[src/rtl/bin_to_bcd_seq_pkg.sv]
// Shared definitions for the sequential binary-to-BCD converter:
// FSM state encodings and the shift-and-add-3 digit constants.
package bin_to_bcd_seq_pkg;

   typedef enum logic [1:0] {
      ST_IDLE    = 2'd0,
      ST_CONVERT = 2'd1,
      ST_DONE    = 2'd2
   } state_e;

   localparam int         BCD_DIGIT_W = 4;
   localparam logic [3:0] ADJ_THRESH  = 4'd5;
   localparam logic [3:0] ADJ_ADD     = 4'd3;
   localparam logic [3:0] BCD_NINE    = 4'h9;

endpackage : bin_to_bcd_seq_pkg

[src/rtl/bin_to_bcd_seq_if.sv]
// Start/busy/done handshake and result bus of the binary-to-BCD converter.
// The requester (master) drives Start/Value; the converter (slave) answers.
interface bin_to_bcd_seq_if #(
   parameter int WIDTH  = 32,
   parameter int DIGITS = 4
);
   logic                  Start;
   logic [WIDTH-1:0]      Value;
   logic                  Busy;
   logic                  Done;
   logic [DIGITS*4-1:0]   Bcd;
   logic                  Overflow;

   modport master (output Start, Value, input Busy, Done, Bcd, Overflow);
   modport slave  (input Start, Value, output Busy, Done, Bcd, Overflow);
endinterface : bin_to_bcd_seq_if

[src/rtl/bin_to_bcd_seq_bcd_digit_adj.sv]
// One BCD digit of the shift-and-add-3 step: a digit of 5 or more gets +3
// so that the following left shift carries correctly into the next digit.
module bcd_digit_adj
   import bin_to_bcd_seq_pkg::*;
(
   input  logic [3:0] digit_i,
   output logic [3:0] digit_o
);
   assign digit_o = (digit_i >= ADJ_THRESH) ? digit_i + ADJ_ADD : digit_i;
endmodule : bcd_digit_adj

[src/rtl/bin_to_bcd_seq.sv]
// Sequential binary-to-BCD converter, one input bit per clock.
// Results are held in output registers that only change on completion, so a
// downstream display never shows a partially converted number.
module bin_to_bcd_seq
   import bin_to_bcd_seq_pkg::*;
#(
   parameter int WIDTH  = 32,
   parameter int DIGITS = 4
) (
   input logic             Clk,
   input logic             Rst,
   bin_to_bcd_seq_if.slave bus
);
   localparam int               BCD_W     = DIGITS * BCD_DIGIT_W;
   localparam int               CNT_W     = $clog2(WIDTH);
   localparam logic [CNT_W-1:0] CNT_LAST  = CNT_W'(WIDTH - 1);
   localparam logic [BCD_W-1:0] ALL_NINES = {DIGITS{BCD_NINE}};

   state_e           state_q, state_d;
   logic [CNT_W-1:0] cnt_q, cnt_d;
   logic [WIDTH-1:0] shift_q, shift_d;
   logic [BCD_W-1:0] scratch_q, scratch_d;
   logic [BCD_W-1:0] scratch_adj;
   logic             ovf_q, ovf_d;
   logic [BCD_W-1:0] bcd_q, bcd_d;
   logic             overflow_q, overflow_d;

   for (genvar g = 0; g < DIGITS; g++) begin : g_adj
      bcd_digit_adj u_adj (
         .digit_i (scratch_q[g*BCD_DIGIT_W +: BCD_DIGIT_W]),
         .digit_o (scratch_adj[g*BCD_DIGIT_W +: BCD_DIGIT_W])
      );
   end

   // Next-state, datapath and result-load decode.
   always_comb begin
      // NOTE: every variable gets its hold value first so no path leaves one
      // unassigned, which would otherwise infer a latch.
      state_d    = state_q;
      cnt_d      = cnt_q;
      shift_d    = shift_q;
      scratch_d  = scratch_q;
      ovf_d      = ovf_q;
      bcd_d      = bcd_q;
      overflow_d = overflow_q;

      case (state_q)
         ST_IDLE, ST_DONE: begin
            if (bus.Start) begin
               state_d   = ST_CONVERT;
               shift_d   = bus.Value;
               scratch_d = '0;
               ovf_d     = 1'b0;
               cnt_d     = CNT_LAST;
            end else begin
               state_d = ST_IDLE;
            end
         end
         ST_CONVERT: begin
            // Top digit >= 5 means the next shift pushes a carry out of range.
            ovf_d = ovf_q | (scratch_q[BCD_W-1 -: BCD_DIGIT_W] >= ADJ_THRESH);
            {scratch_d, shift_d} = {scratch_adj, shift_q} << 1;
            if (cnt_q == '0) begin
               state_d    = ST_DONE;
               overflow_d = ovf_d;
               bcd_d      = ovf_d ? ALL_NINES : scratch_d;
            end else begin
               cnt_d = cnt_q - CNT_W'(1);
            end
         end
         default: state_d = ST_IDLE;
      endcase
   end

   // State and datapath registers with synchronous active-low reset.
   always_ff @(posedge Clk) begin
      if (!Rst) begin
         // NOTE: the working registers are reset along with the outputs;
         // they are few and a known value keeps reset-abort behaviour clean.
         state_q    <= ST_IDLE;
         cnt_q      <= '0;
         shift_q    <= '0;
         scratch_q  <= '0;
         ovf_q      <= 1'b0;
         bcd_q      <= '0;
         overflow_q <= 1'b0;
      end else begin
         // NOTE: non-blocking assignments so every register samples the
         // pre-edge values regardless of statement order.
         state_q    <= state_d;
         cnt_q      <= cnt_d;
         shift_q    <= shift_d;
         scratch_q  <= scratch_d;
         ovf_q      <= ovf_d;
         bcd_q      <= bcd_d;
         overflow_q <= overflow_d;
      end
   end

   assign bus.Busy     = (state_q == ST_CONVERT);
   assign bus.Done     = (state_q == ST_DONE);
   assign bus.Bcd      = bcd_q;
   assign bus.Overflow = overflow_q;

endmodule : bin_to_bcd_seq
[src/flat_wrapper.sv]
// flat-port wrapper written by rule: the top's interface ports become plain ports
module bin_to_bcd_seq_flat import bin_to_bcd_seq_pkg::*;
#(
   parameter int WIDTH  = 32,
   parameter int DIGITS = 4
)
  (Clk, Rst, bus_Start, bus_Value, bus_Busy, bus_Done, bus_Bcd, bus_Overflow);
  bin_to_bcd_seq_if #(.WIDTH(WIDTH), .DIGITS(DIGITS)) bus_i ();
  input logic Clk;
  input logic Rst;
  input wire logic [$bits(bus_i.Start)-1:0] bus_Start;
  input wire logic [$bits(bus_i.Value)-1:0] bus_Value;
  output wire logic [$bits(bus_i.Busy)-1:0] bus_Busy;
  output wire logic [$bits(bus_i.Done)-1:0] bus_Done;
  output wire logic [$bits(bus_i.Bcd)-1:0] bus_Bcd;
  output wire logic [$bits(bus_i.Overflow)-1:0] bus_Overflow;
  assign bus_i.Start = bus_Start;
  assign bus_i.Value = bus_Value;
  assign bus_Busy = bus_i.Busy;
  assign bus_Done = bus_i.Done;
  assign bus_Bcd = bus_i.Bcd;
  assign bus_Overflow = bus_i.Overflow;
  bin_to_bcd_seq #(.WIDTH(WIDTH), .DIGITS(DIGITS)) u_core (.Clk(Clk), .Rst(Rst), .bus(bus_i));
endmodule
[config.mk]
export PLATFORM = sky130hd
export DESIGN_NAME = bin_to_bcd_seq_flat
export DESIGN_NICKNAME = d
export VERILOG_FILES = /design/src/rtl/bin_to_bcd_seq_pkg.sv /design/src/rtl/bin_to_bcd_seq_if.sv /design/src/rtl/bin_to_bcd_seq_bcd_digit_adj.sv /design/src/rtl/bin_to_bcd_seq.sv /design/src/flat_wrapper.sv
export SDC_FILE = /design/constraint.sdc
export NUM_CORES = 1
export LEC_CHECK = 0
export BUFFER_PORTS_ARGS = -buffer_cell sky130_fd_sc_hd__buf_2
export CORE_MARGIN = 5
export CORE_UTILIZATION = 30
export DETAILED_ROUTE_END_ITERATION = 7
export PLACE_DENSITY = 0.47
export SYNTH_ARGS = -nofsm -noshare
export SYNTH_HDL_FRONTEND = slang
export SYNTH_SLANG_ARGS = --single-unit
[constraint.sdc]
create_clock -name Clk -period 3.05 [get_ports Clk]
set_clock_uncertainty 0.2 [all_clocks]
set_input_delay 0.61 -clock Clk [delete_from_list [all_inputs] [get_ports Clk]]
set_output_delay 0.61 -clock Clk [all_outputs]
set_load 0.03 [all_outputs]
=== Word level (Yosys, flattened, before mapping) ===
Index checks and enable logic that the tools add are counted.

* Bits in registers: 73
* Bits of input ports: 35
* Word-level logic and storage cells: 46

* $add $sub $neg: 5
* $lt $le $gt $ge: 4
* Equal/unequal tests: 5
* Muxes and demuxes: 17
* Bitwise operators: 1
* Reductions and logical operators: 7

{| class="wikitable"
|+ Operators by type and width
! cell !! count
|-
| 32-bit case mux with 2 select lines || 1
|-
| 16-bit two-way mux || 2
|-
| 32-bit two-way mux || 1
|-
| 16-bit case mux with 2 select lines || 1
|-
| 4-bit by 3-bit >= comparator with 1-bit output, second input constant || 4
|-
| 4-bit by 2-bit adder with 4-bit output, second input constant || 3
|-
| 4-bit two-way mux || 3
|-
| 5-bit two-way mux || 2
|-
| 5-bit case mux with 2 select lines || 1
|-
| 5-bit zero test || 1
|-
| 5-bit by 1-bit subtractor with 5-bit output, second input constant || 1
|-
| 2-bit inequality test, second input constant || 2
|-
| 2-bit case mux with 2 select lines || 1
|-
| 2-bit AND reduction || 2
|-
| 3-bit by 2-bit adder with 3-bit output, second input constant || 1
|-
| 3-bit two-way mux || 1
|-
| 3-bit AND reduction || 1
|-
| 2-bit by 1-bit == test with 1-bit output, second input constant || 1
|-
| 2-bit == test, second input constant || 1
|-
| 2-bit zero test || 1
|-
| 1-bit two-way mux || 2
|-
| 2-bit two-way mux || 1
|-
| 2-bit by 1-bit inequality test with 1-bit output, second input constant || 1
|-
| 1-bit case mux with 2 select lines || 1
|-
| 3 further kinds || 3
|}

=== Depth between registers and ports, before layout ===
Gate-level depths: netlist of run 1.

* Depth after elaboration: 4
* Depth in mapped cells: 7
* Mapped depth without buffers: 6

=== Modules after synthesis ===
A second synthesis of run 1 with hierarchy kept.

* Cell total of the unflattened synthesis: 414
* Area total of the unflattened synthesis: 3324.4 µm²

{| class="wikitable"
|+ Modules (own cells, without submodules)
! module !! times used !! cells an instance !! area an instance (µm²)
|-
| bin_to_bcd_seq || 1 || 350 || 2919.0
|-
| bcd_digit_adj || 4 || 16 || 101.3
|}

=== Least setup slack after synthesis of run 1 ===
OpenSTA, ideal clock, no wires.

* Path kind: reg2out
* Start: register u_core.state_q[0]
* End: output port bus_Busy
* Data arrival time: 1.002 ns
* Required time: 2.240 ns
* Path slack: 1.238 ns
* Cell stages (with the launch flop): 5
* Path buffers: 2
* Path through: dfxtp_1 > nand2b_4 > inv_1 > buf_2 > buf_2

* Longest elaborated chain between the ends: 1

{| class="wikitable"
|+ Ends and longest elaborated chain
! what !! RTL line !! source
|-
| start: declaration || bin_to_bcd_seq.sv:19 || <nowiki>state_e state_q, state_d;</nowiki>
|-
| start signal: assignment || bin_to_bcd_seq.sv:90 || <nowiki>state_q <= state_d;</nowiki>
|-
| 2-bit by 1-bit == test with 1-bit output || bin_to_bcd_seq.sv:100 || <nowiki>assign bus.Busy = (state_q == ST_CONVERT);</nowiki>
|-
| end: declaration || flat_wrapper.sv:13 || <nowiki>output wire logic [$bits(bus_i.Busy)-1:0] bus_Busy;</nowiki>
|}

No other way between the ends.

=== Worst setup path in the final report of run 1 ===
Ends and elaborated chain as after synthesis.

==> summary.txt, run 1 <==
Status
  – Status: completed

STA
  – Fin crit period: 2.36 ns
  – Endpoints failing setup: 0
  – Highest clock rate: 424 MHz
  – Headroom to the max-slew limit: 53.1%
  – RSZ-0062 raised after global routing: no
  – Worst Max-Slew Pin Slew: 0.701 ns
  – Fin. max-slew vios: 0
  – Setup TNS: 0 ns
  – Hold Fails Final Rpt: 0
  – Final cycle utilization of the critical path: 77.3%

Synthesis
  – Syn nets: 426
  – Post-synth EDFFs: 0
  – Seq/Total Area, Yosys: 44.9%
  – Syn Std Cell Area: 3260 um2
  – Avg Cell Area, Syn: 8.53 um2
  – #FFs+latches synth: 73
  – Unique masters post-synth: 43
  – Synth Flop Type: dfxtp_1
  – Synthesized instance count: 382
  – Warnings from Yosys: 0
  – Async SR Flop Fraction: 0%

Run
  – Max-cap viol count: 0

CTS
  – TritonCTS clock tree: yes
  – Hold_buf cts: 0
  – Clk pin slew, worst setup/hold paths: 0.08 ns
  – Total CTS buffers: 9
  – Clock root buffer: clkbuf_8
  – Postcts setup bufs: 0
  – H-tree depth: 3
  – Post-CTS sizing: 0
  – Maximum buffer depth of the clock tree: 2
  – Worst-skew pair later-pin latency: 0.34 ns
  – Clock sinks: 73

Floorplan
  – Site Rows: 38
  – Width of the die: 114 um
  – Initial Util: 30.3%
  – Core ar.: 10700 um2
  – Die height: 114 um
  – Ports: 54
  – Die area: 13000 um2

Worst setup path
  – Crit path kind: reg2out
  – Crit path buffers/inverters: 3
  – Crit path depth: 4
  – Crit path max-delay family: buffers and inverters
  – Slowest CP cell: dfxtp_1
  – Critical Path Start Type: flip-flop
  – CP arrival: 1.55 ns
  – WP data required: 2.24 ns
  – CP endpoint kind: primary output
  – Crit-path cells: nand2b_4 > inv_1 > buf_4 > buf_2
  – Reg2reg path depth: 6
  – Max stage delay on crit path: 0.43 ns
  – Crit path max fanout: 21

Drt
  – Via count: 2828
  – Vias per cell: 4.97
  – Drt drc: 0
  – Routed wire length: 8.05 mm
  – Iter 0 DRT Violations: 110
  – WL per Instance: 14.1 um
  – Routed Antenna Nets: 0
  – Pre-antenna DRT Iters: 4

Finish
  – # diodes: 0
  – Commonest non-fill, non-tap cell in the layout: dfxtp_1
  – Fraction of layout cells with a size suffix above 1: 19.8%
  – Post-route cell area: 3860 um2
  – Synthesis-to-finish area growth: 18.4%
  – Most frequent cells in the layout: dfxtp_1, nand2_1, buf_2, nor2_1, a311oi_1
  – Layout Nets: 468

Hold path
  – Hold Crit Depth: 2
  – HP Class: reg2reg

Global route
  – First-pass GRT wire length: 13.2 mm
  – GRT Util Overall: 12.6%
  – Vias in the first global route: 2612
  – Initial antenna violation count: 0
  – Largest net degree at the start of global routing: 63
  – Grt total ovfl: 0

Placement
  – GPL Wtd Cong: 0.802
  – Dpl cell area: 3620 um2
  – Port-buffer cells: 53
  – Detail Placement HPWL: 5.40 mm

Power
  – Final total power: 2260 uW
  – Maximum vdd drop: 0.271 mV
  – P_leak: 0.00155 uW
  – PwrDens: 587 nW/um2
-- worst register-to-register path, stage by stage (launching register included) --
cell and delay [ns]:
dfxtp_1 0.32, inv_1 0.07, ha_1 0.19, nor4b_1 0.44, nand2_1 0.40, a211oi_4 0.39, a32o_1 0.17
-- worst paths after layout --
check / start / endpoint / slack [ns]
setup / recovery: u_core.state_q[0] / bus_Busy / 0.69
setup reg to reg: u_core.cnt_q[0] / u_core.bus.Bcd[2] / 0.81
hold / removal: u_core.shift_q[25] / u_core.shift_q[25] / 0.28
hold reg to reg: u_core.shift_q[25] / u_core.shift_q[25] / 0.28
-- report_power, final --
part | internal, uW | leakage (uW) | total [uW] | switching, uW
clock | 545 | 0.000118 | 903 | 359
sequential | 1020 | 0.000597 | 1060 | 39.6
combinational | 110 | 0.000837 | 302 | 192
-- flip-flops by register name, summed over array words and instances, names as in the netlist --
name                 cells
u_core.bus.Bcd          16
u_core.bus.Overflow      1
u_core.cnt_q             5
u_core.ovf_q             1
u_core.scratch_q        16
u_core.shift_q          32
u_core.state_q           2
-- cell type report --
cell class / instances / area (um2)
Fill cell: 1160 / 6890
Multi-Input combinational cell: 267 / 1600
Sequential cell: 73 / 1460
Timing Repair Buffer: 61 / 338
Tap cell: 140 / 175
Clock buffer: 11 / 131
Clock inverter: 5 / 104
Inverter: 12 / 45.0
-- stage by stage --
step	hold WS, ns	utilization (%)	setup slack (ns)	std cells
final	0.284	35.9	0.693	569
after global placement	0.271	33.7	0.930	553
after floorplan	0.259	-	1.24	382
after global routing	0.303	35.9	0.545	569
after CTS	0.286	35.9	0.647	569
after detailed placement	0.271	33.7	0.830	553
-- synthesized netlist by cell type, types with 2 or more instances --
cell type / n / area, um2
dfxtp_1: 73 / 1460
nand2_1: 69 / 259
nor2_1: 47 / 176
a311oi_1: 31 / 272
a21oi_1: 22 / 110
clkbuf_1: 16 / 60.1
o21ai_0: 15 / 75.1
a32o_1: 12 / 120
inv_1: 12 / 45.0
buf_2: 10 / 50.1
ha_1: 9 / 113
nor3_1: 7 / 35.0
nor3b_1: 6 / 45.0
nand2b_1: 5 / 31.3
nand3_1: 5 / 25.0
nand4_1: 4 / 25.0
a2bb2oi_1: 3 / 26.3
and3_1: 3 / 18.8
mux2i_1: 3 / 30.0
xnor2_1: 3 / 26.3
a22oi_1: 2 / 15.0
buf_4: 2 / 15.0
nor2b_1: 2 / 12.5
nor4_1: 2 / 12.5
-- per-layer routing --
metal  up-vias  routed length [um]  track usage, %
met3         6                 424            3.70
met5         -                   0               0
met4         0                  80            3.72
li1       1440                   -               -
met1      1335                3920            17.3
met2        47                3620            19.0
-- cell families after synthesis --
logic type | after synthesis | synth area share (%)
muxes | 4 | 1.27
adders and majority gates | 9 | 3.46
and+or+nand+nor | 158 | 22.0
DFF | 73 | 44.9
buffers and inverters | 42 | 5.99
AOI/OAI and AO/OA | 92 | 21.4
xor gates and xnor gates | 4 | 1.08
No activity file was read; power rests on OpenSTA's default activity.
==> run 2: changes to the inputs <==
- clock period: 3.05 -> 2.2 ns (I/O delays scaled with it)
==> summary.txt, run 2 (same netlist as run 1, synthesis figures left out) <==
Status
  – Status: completed

Finish
  – # diodes: 0
  – Largest register by flop count: u_core.shift_q
  – Post-route cell area: 3900 um2
  – Non-filler cells, final: 573
  – Layout Nets: 472
  – Fraction of layout cells with a size suffix above 1: 21.0%
  – Most frequent cells in the layout: dfxtp_1, nand2_1, buf_2, nor2_1, a311oi_1
  – Area of the multi-input gates: 1610 um2
  – Max reg flops: 32
  – Register area: 1460 um2
  – Fillers: 1157
  – Commonest non-fill, non-tap cell in the layout: dfxtp_1
  – Synthesis-to-finish area growth: 19.6%

CTS
  – H-tree depth: 3
  – Clk pin slew, worst setup/hold paths: 0.08 ns
  – Hold_buf cts: 0
  – TritonCTS clock tree: yes
  – Total CTS buffers: 9
  – Worst-skew pair later-pin latency: 0.35 ns
  – Maximum buffer depth of the clock tree: 2
  – Clock sinks: 73
  – Clock root buffer: clkbuf_8

Drt
  – Vias per cell: 4.93
  – Pre-antenna DRT Iters: 4
  – Via count: 2826
  – WL per Instance: 14.5 um
  – Drt drc: 0
  – Routed wire length: 8.29 mm
  – Routed Antenna Nets: 0
  – Iter 0 DRT Violations: 193

Power
  – P_leak: 0.00157 uW
  – Maximum vdd drop: 0.283 mV
  – PwrDens: 810 nW/um2

Hold path
  – Min-delay src: bus_Value[18]
  – HP Class: in2reg

STA
  – Worst Max-Slew Pin Slew: 0.606 ns
  – Final cycle utilization of the critical path: 95.8%
  – Hold Fails Final Rpt: 0
  – Fin crit period: 2.11 ns
  – Fin. max-slew vios: 0
  – RSZ-0062 raised after global routing: yes
  – Endpoints failing setup: 0
  – Headroom to the max-slew limit: 59.5%
  – Highest clock rate: 475 MHz

Worst setup path
  – Crit path kind: reg2out
  – Crit path max-delay family: buffers and inverters
  – Critical Path Start Type: flip-flop
  – WP data required: 1.56 ns
  – Max stage delay on crit path: 0.42 ns
  – CP endpoint kind: primary output
  – Crit path max fanout: 15
  – Crit-path cells: nand2b_4 > inv_1 > buf_2
  – Worst setup startpoint: u_core.state_q[0]
  – Slowest CP cell: dfxtp_1
  – Crit path buffers/inverters: 2
  – CP arrival: 1.47 ns
  – Crit Reg-Reg Startpoint: u_core.cnt_q[0]

Floorplan
  – Die area: 13000 um2
  – Core ar.: 10700 um2
  – Ports: 54
  – Die height: 114 um
  – Initial Util: 30.3%
  – Width of the die: 114 um
  – Site Rows: 38

Global route
  – Vias in the first global route: 2775
  – Initial antenna violation count: 0
  – First-pass GRT wire length: 13.9 mm
  – GRT Util Overall: 13.2%
  – Grt total ovfl: 0
  – Largest net degree at the start of global routing: 42

Placement
  – GPL Wtd Cong: 0.762
  – Dpl cell area: 3650 um2
  – Detail Placement HPWL: 5.69 mm
  – Dpl cells: 557
  – Port-buffer cells: 53

Run
  – Max-cap viol count: 0
==> run 2: changes by cell type in the layout (fill, tap and decap cells not counted), sizes merged <==
cell  previous run  this run
buf             61        65
==> run 2: final timing paths <==
path,to,slack [ns],cells past startpoint
setup / recovery,bus_Busy,0.09,3
hold reg to reg,u_core.shift_q[4],0.28,2
setup reg to reg,u_core.bus.Bcd[12],0.14,6
hold / removal,u_core.shift_q[18],0.14,3
==> run 2: tightest hold or removal path: stages <==
cell and delay (ns):
buf_2 0.10, nand2_1 0.04, a311oi_1 0.07
==> run 2: stage by stage <==
| stage | utilization (%) | setup TNS (ns) | setup slack [ns] | hold slack [ns] | total power (uW) |
|---|---|---|---|---|---|
| after floorplan | - | 0 | 0.393 | 0.259 | 1800 |
| after global placement | 34.0 | 0 | 0.121 | 0.270 | 1930 |
| after detailed placement | 34.0 | 0 | 0.000687 | 0.269 | 1930 |
| after CTS | 36.2 | 0 | 0.0491 | 0.131 | 3190 |
| after global routing | 36.3 | -0.0123 | -0.00889 | 0.137 | 3320 |
| final | 36.3 | 0 | 0.0929 | 0.144 | 3160 |
==> run 2: timing repair <==
item | 4_1_cts | 5_1_grt
gates cloned | 0 | 0
buffers inserted | 0 | 0
pin swaps | 0 | 0
gates resized for setup | 1 | 1
setup endpoints to repair | 6 | 9
==> run 2: final cells by class <==
| class | count | area share (%) |
|---|---|---|
| flip-flops and latches | 73 | 37.5 |
| repair buffers | 65 | 9.44 |
| multi-input cells | 267 | 41.4 |
| clock buffers | 11 | 3.37 |
| inverters | 12 | 1.16 |
| clock inverters | 5 | 2.66 |
| well taps | 140 | 4.49 |
==> run 2: where the power goes <==
part	internal, uW	switching [uW]
logic	161	270
registers	1410	58.7
clock network	755	499
==> run 2: routing by layer <==
| metal | vias up | track usage, % | part of all wire [%] |
|---|---|---|---|
| li1 | 1446 | - | - |
| met1 | 1327 | 18.1 | 49 |
| met2 | 41 | 20.2 | 45 |
| met3 | 12 | 2.70 | 3.5 |
| met4 | 0 | 5.70 | 1.7 |
| met5 | - | 0 | 0 |
==> run 3: changes to the inputs <==
--- a/config.mk
+++ b/config.mk
@@ -7,5 +7,4 @@
 export LEC_CHECK = 0
 export BUFFER_PORTS_ARGS = -buffer_cell sky130_fd_sc_hd__buf_2
-export CORE_MARGIN = 5
 export CORE_UTILIZATION = 30
 export DETAILED_ROUTE_END_ITERATION = 7
==> constraint.sdc (replaced) <==
create_clock -name Clk -period 2.2 [get_ports Clk]
set_clock_uncertainty 0.2 [all_clocks]
set_input_delay 0.44 -clock Clk [delete_from_list [all_inputs] [get_ports Clk]]
set_output_delay 0.44 -clock Clk [all_outputs]
set_load 0.005 [all_outputs]
==> summary.txt, run 3 (same netlist as run 1, synthesis figures left out) <==
Status
  – Status: completed

Drt
  – Routed wire length on met2: 3.65 mm
  – Pre-antenna DRT Iters: 4
  – DR WL met3: 311 um
  – Via count: 2826
  – WL per Instance: 14.2 um
  – Metal1 wirelength: 3.95 mm
  – Vias per cell: 4.98
  – Routed wire length: 8.05 mm
  – Drt drc: 0
  – Iter 0 DRT Violations: 157
  – Routed Antenna Nets: 0
  – DR top layer: met4

CTS
  – TritonCTS clock tree: yes
  – Postcts setup bufs: 0
  – Hold_buf cts: 0
  – Post-CTS sizing: 0
  – Clock sinks: 73
  – Total CTS buffers: 9
  – H-tree depth: 3
  – Clk pin slew, worst setup/hold paths: 0.08 ns
  – Clock root buffer: clkbuf_8
  – Maximum buffer depth of the clock tree: 2
  – Worst-skew pair later-pin latency: 0.34 ns

Floorplan
  – Initial Util: 31.3%
  – Die area: 11300 um2
  – Die height: 106 um
  – Width of the die: 106 um
  – Site Rows: 37
  – Ports: 54
  – Core ar.: 10400 um2

STA
  – Setup TNS: 0 ns
  – Final cycle utilization of the critical path: 94.6%
  – Highest clock rate: 481 MHz
  – Fin. max-slew vios: 0
  – Headroom to the max-slew limit: 53.4%
  – Fin crit period: 2.08 ns
  – Worst Max-Slew Pin Slew: 0.696 ns
  – Endpoints failing setup: 0
  – Hold Fails Final Rpt: 0
  – Final worst slack: 0.119 ns
  – RSZ-0062 raised after global routing: no

Worst setup path
  – Reg2reg path depth: 6
  – Slowest CP cell: dfxtp_1
  – Crit path max fanout: 14
  – WP data required: 1.56 ns
  – CP endpoint kind: primary output
  – Critical Path Start Type: flip-flop
  – Crit-path cells: nand2b_4 > inv_2 > buf_4 > buf_2
  – Max stage delay on crit path: 0.42 ns
  – Crit path kind: reg2out
  – CP arrival: 1.44 ns

Hold path
  – HP Class: in2reg
  – Hold Crit Depth: 3

Finish
  – Most frequent cells in the layout: dfxtp_1, nand2_1, buf_2, nor2_1, a311oi_1
  – # diodes: 0
  – Max reg flops: 32
  – Layout Utilization: 37.4%
  – Layout Nets: 472
  – Synthesis-to-finish area growth: 19.6%
  – Fraction of layout cells with a size suffix above 1: 21.3%
  – Commonest non-fill, non-tap cell in the layout: dfxtp_1
  – Largest register by flop count: u_core.shift_q

Power
  – P_leak: 0.00158 uW
  – Maximum vdd drop: 0.358 mV
  – PwrDens: 810 nW/um2

Placement
  – Pre-CTS setup slack: 0.134 ns
  – GPL Wtd Cong: 0.738
  – Detail Placement HPWL: 5.42 mm
  – Port-buffer cells: 53

Global route
  – Initial antenna violation count: 0
  – GRT Util Overall: 15.1%
  – First-pass GRT wire length: 13.3 mm
  – Grt total ovfl: 0
  – Vias in the first global route: 2682
  – Largest net degree at the start of global routing: 64

Run
  – Max-cap viol count: 0
-- run 3: per-layer routing --
metal / up-vias / global-route usage, %
li1: 1451 / -
met2: 47 / 23.7
met3: 11 / 2.76
met4: 0 / 6.55
met5: - / 0
met1: 1317 / 20.1
-- run 3: worst paths after layout --
| path | from | to | slack (ns) |
|---|---|---|---|
| hold reg to reg | u_core.shift_q[6] | u_core.shift_q[6] | 0.29 |
| setup reg to reg | u_core.cnt_q[0] | u_core.bus.Bcd[12] | 0.28 |
| setup / recovery | u_core.state_q[0] | bus_Busy | 0.12 |
| hold / removal | bus_Value[22] | u_core.shift_q[22] | 0.15 |
-- run 3: layout make-up --
type                       instances  area (um2)
fill                            1131        6520
inverter                          12        45.0
clock inverter                     5         104
timing repair buffer              65         368
sequential                        73        1460
multi-input combinational        267        1610
tap                              136         170
clock buffer                      10         138
-- run 3: per-stage QoR --
step,hold WS [ns],instances,cell area [um2],total power [uW]
2_1_floorplan,0.259,382,3260,1770
3_3_place_gp,0.271,553,3650,1900
3_5_place_dp,0.269,553,3650,1910
4_1_cts,0.140,568,3890,3200
5_1_grt,0.153,568,3900,3330
6_report,0.154,568,3900,3160
-- run 3: power breakdown --
group / switching (uW) / internal (uW) / total, uW / leakage, uW
Clock: 503 / 779 / 1280 / 0.000122
Sequential: 56.1 / 1410 / 1470 / 0.000597
Combinational: 246 / 160 / 406 / 0.000857
Total: 805 / 2350 / 3160 / 0.00158
-- run 3: worst max-delay path, delay by kind of cell, from the launching register on --
family | cells | cell delay (ns)
DFF | 1 | 0.42
buffers and inverters | 3 | 0.50
and+or+nand+nor | 1 | 0.18
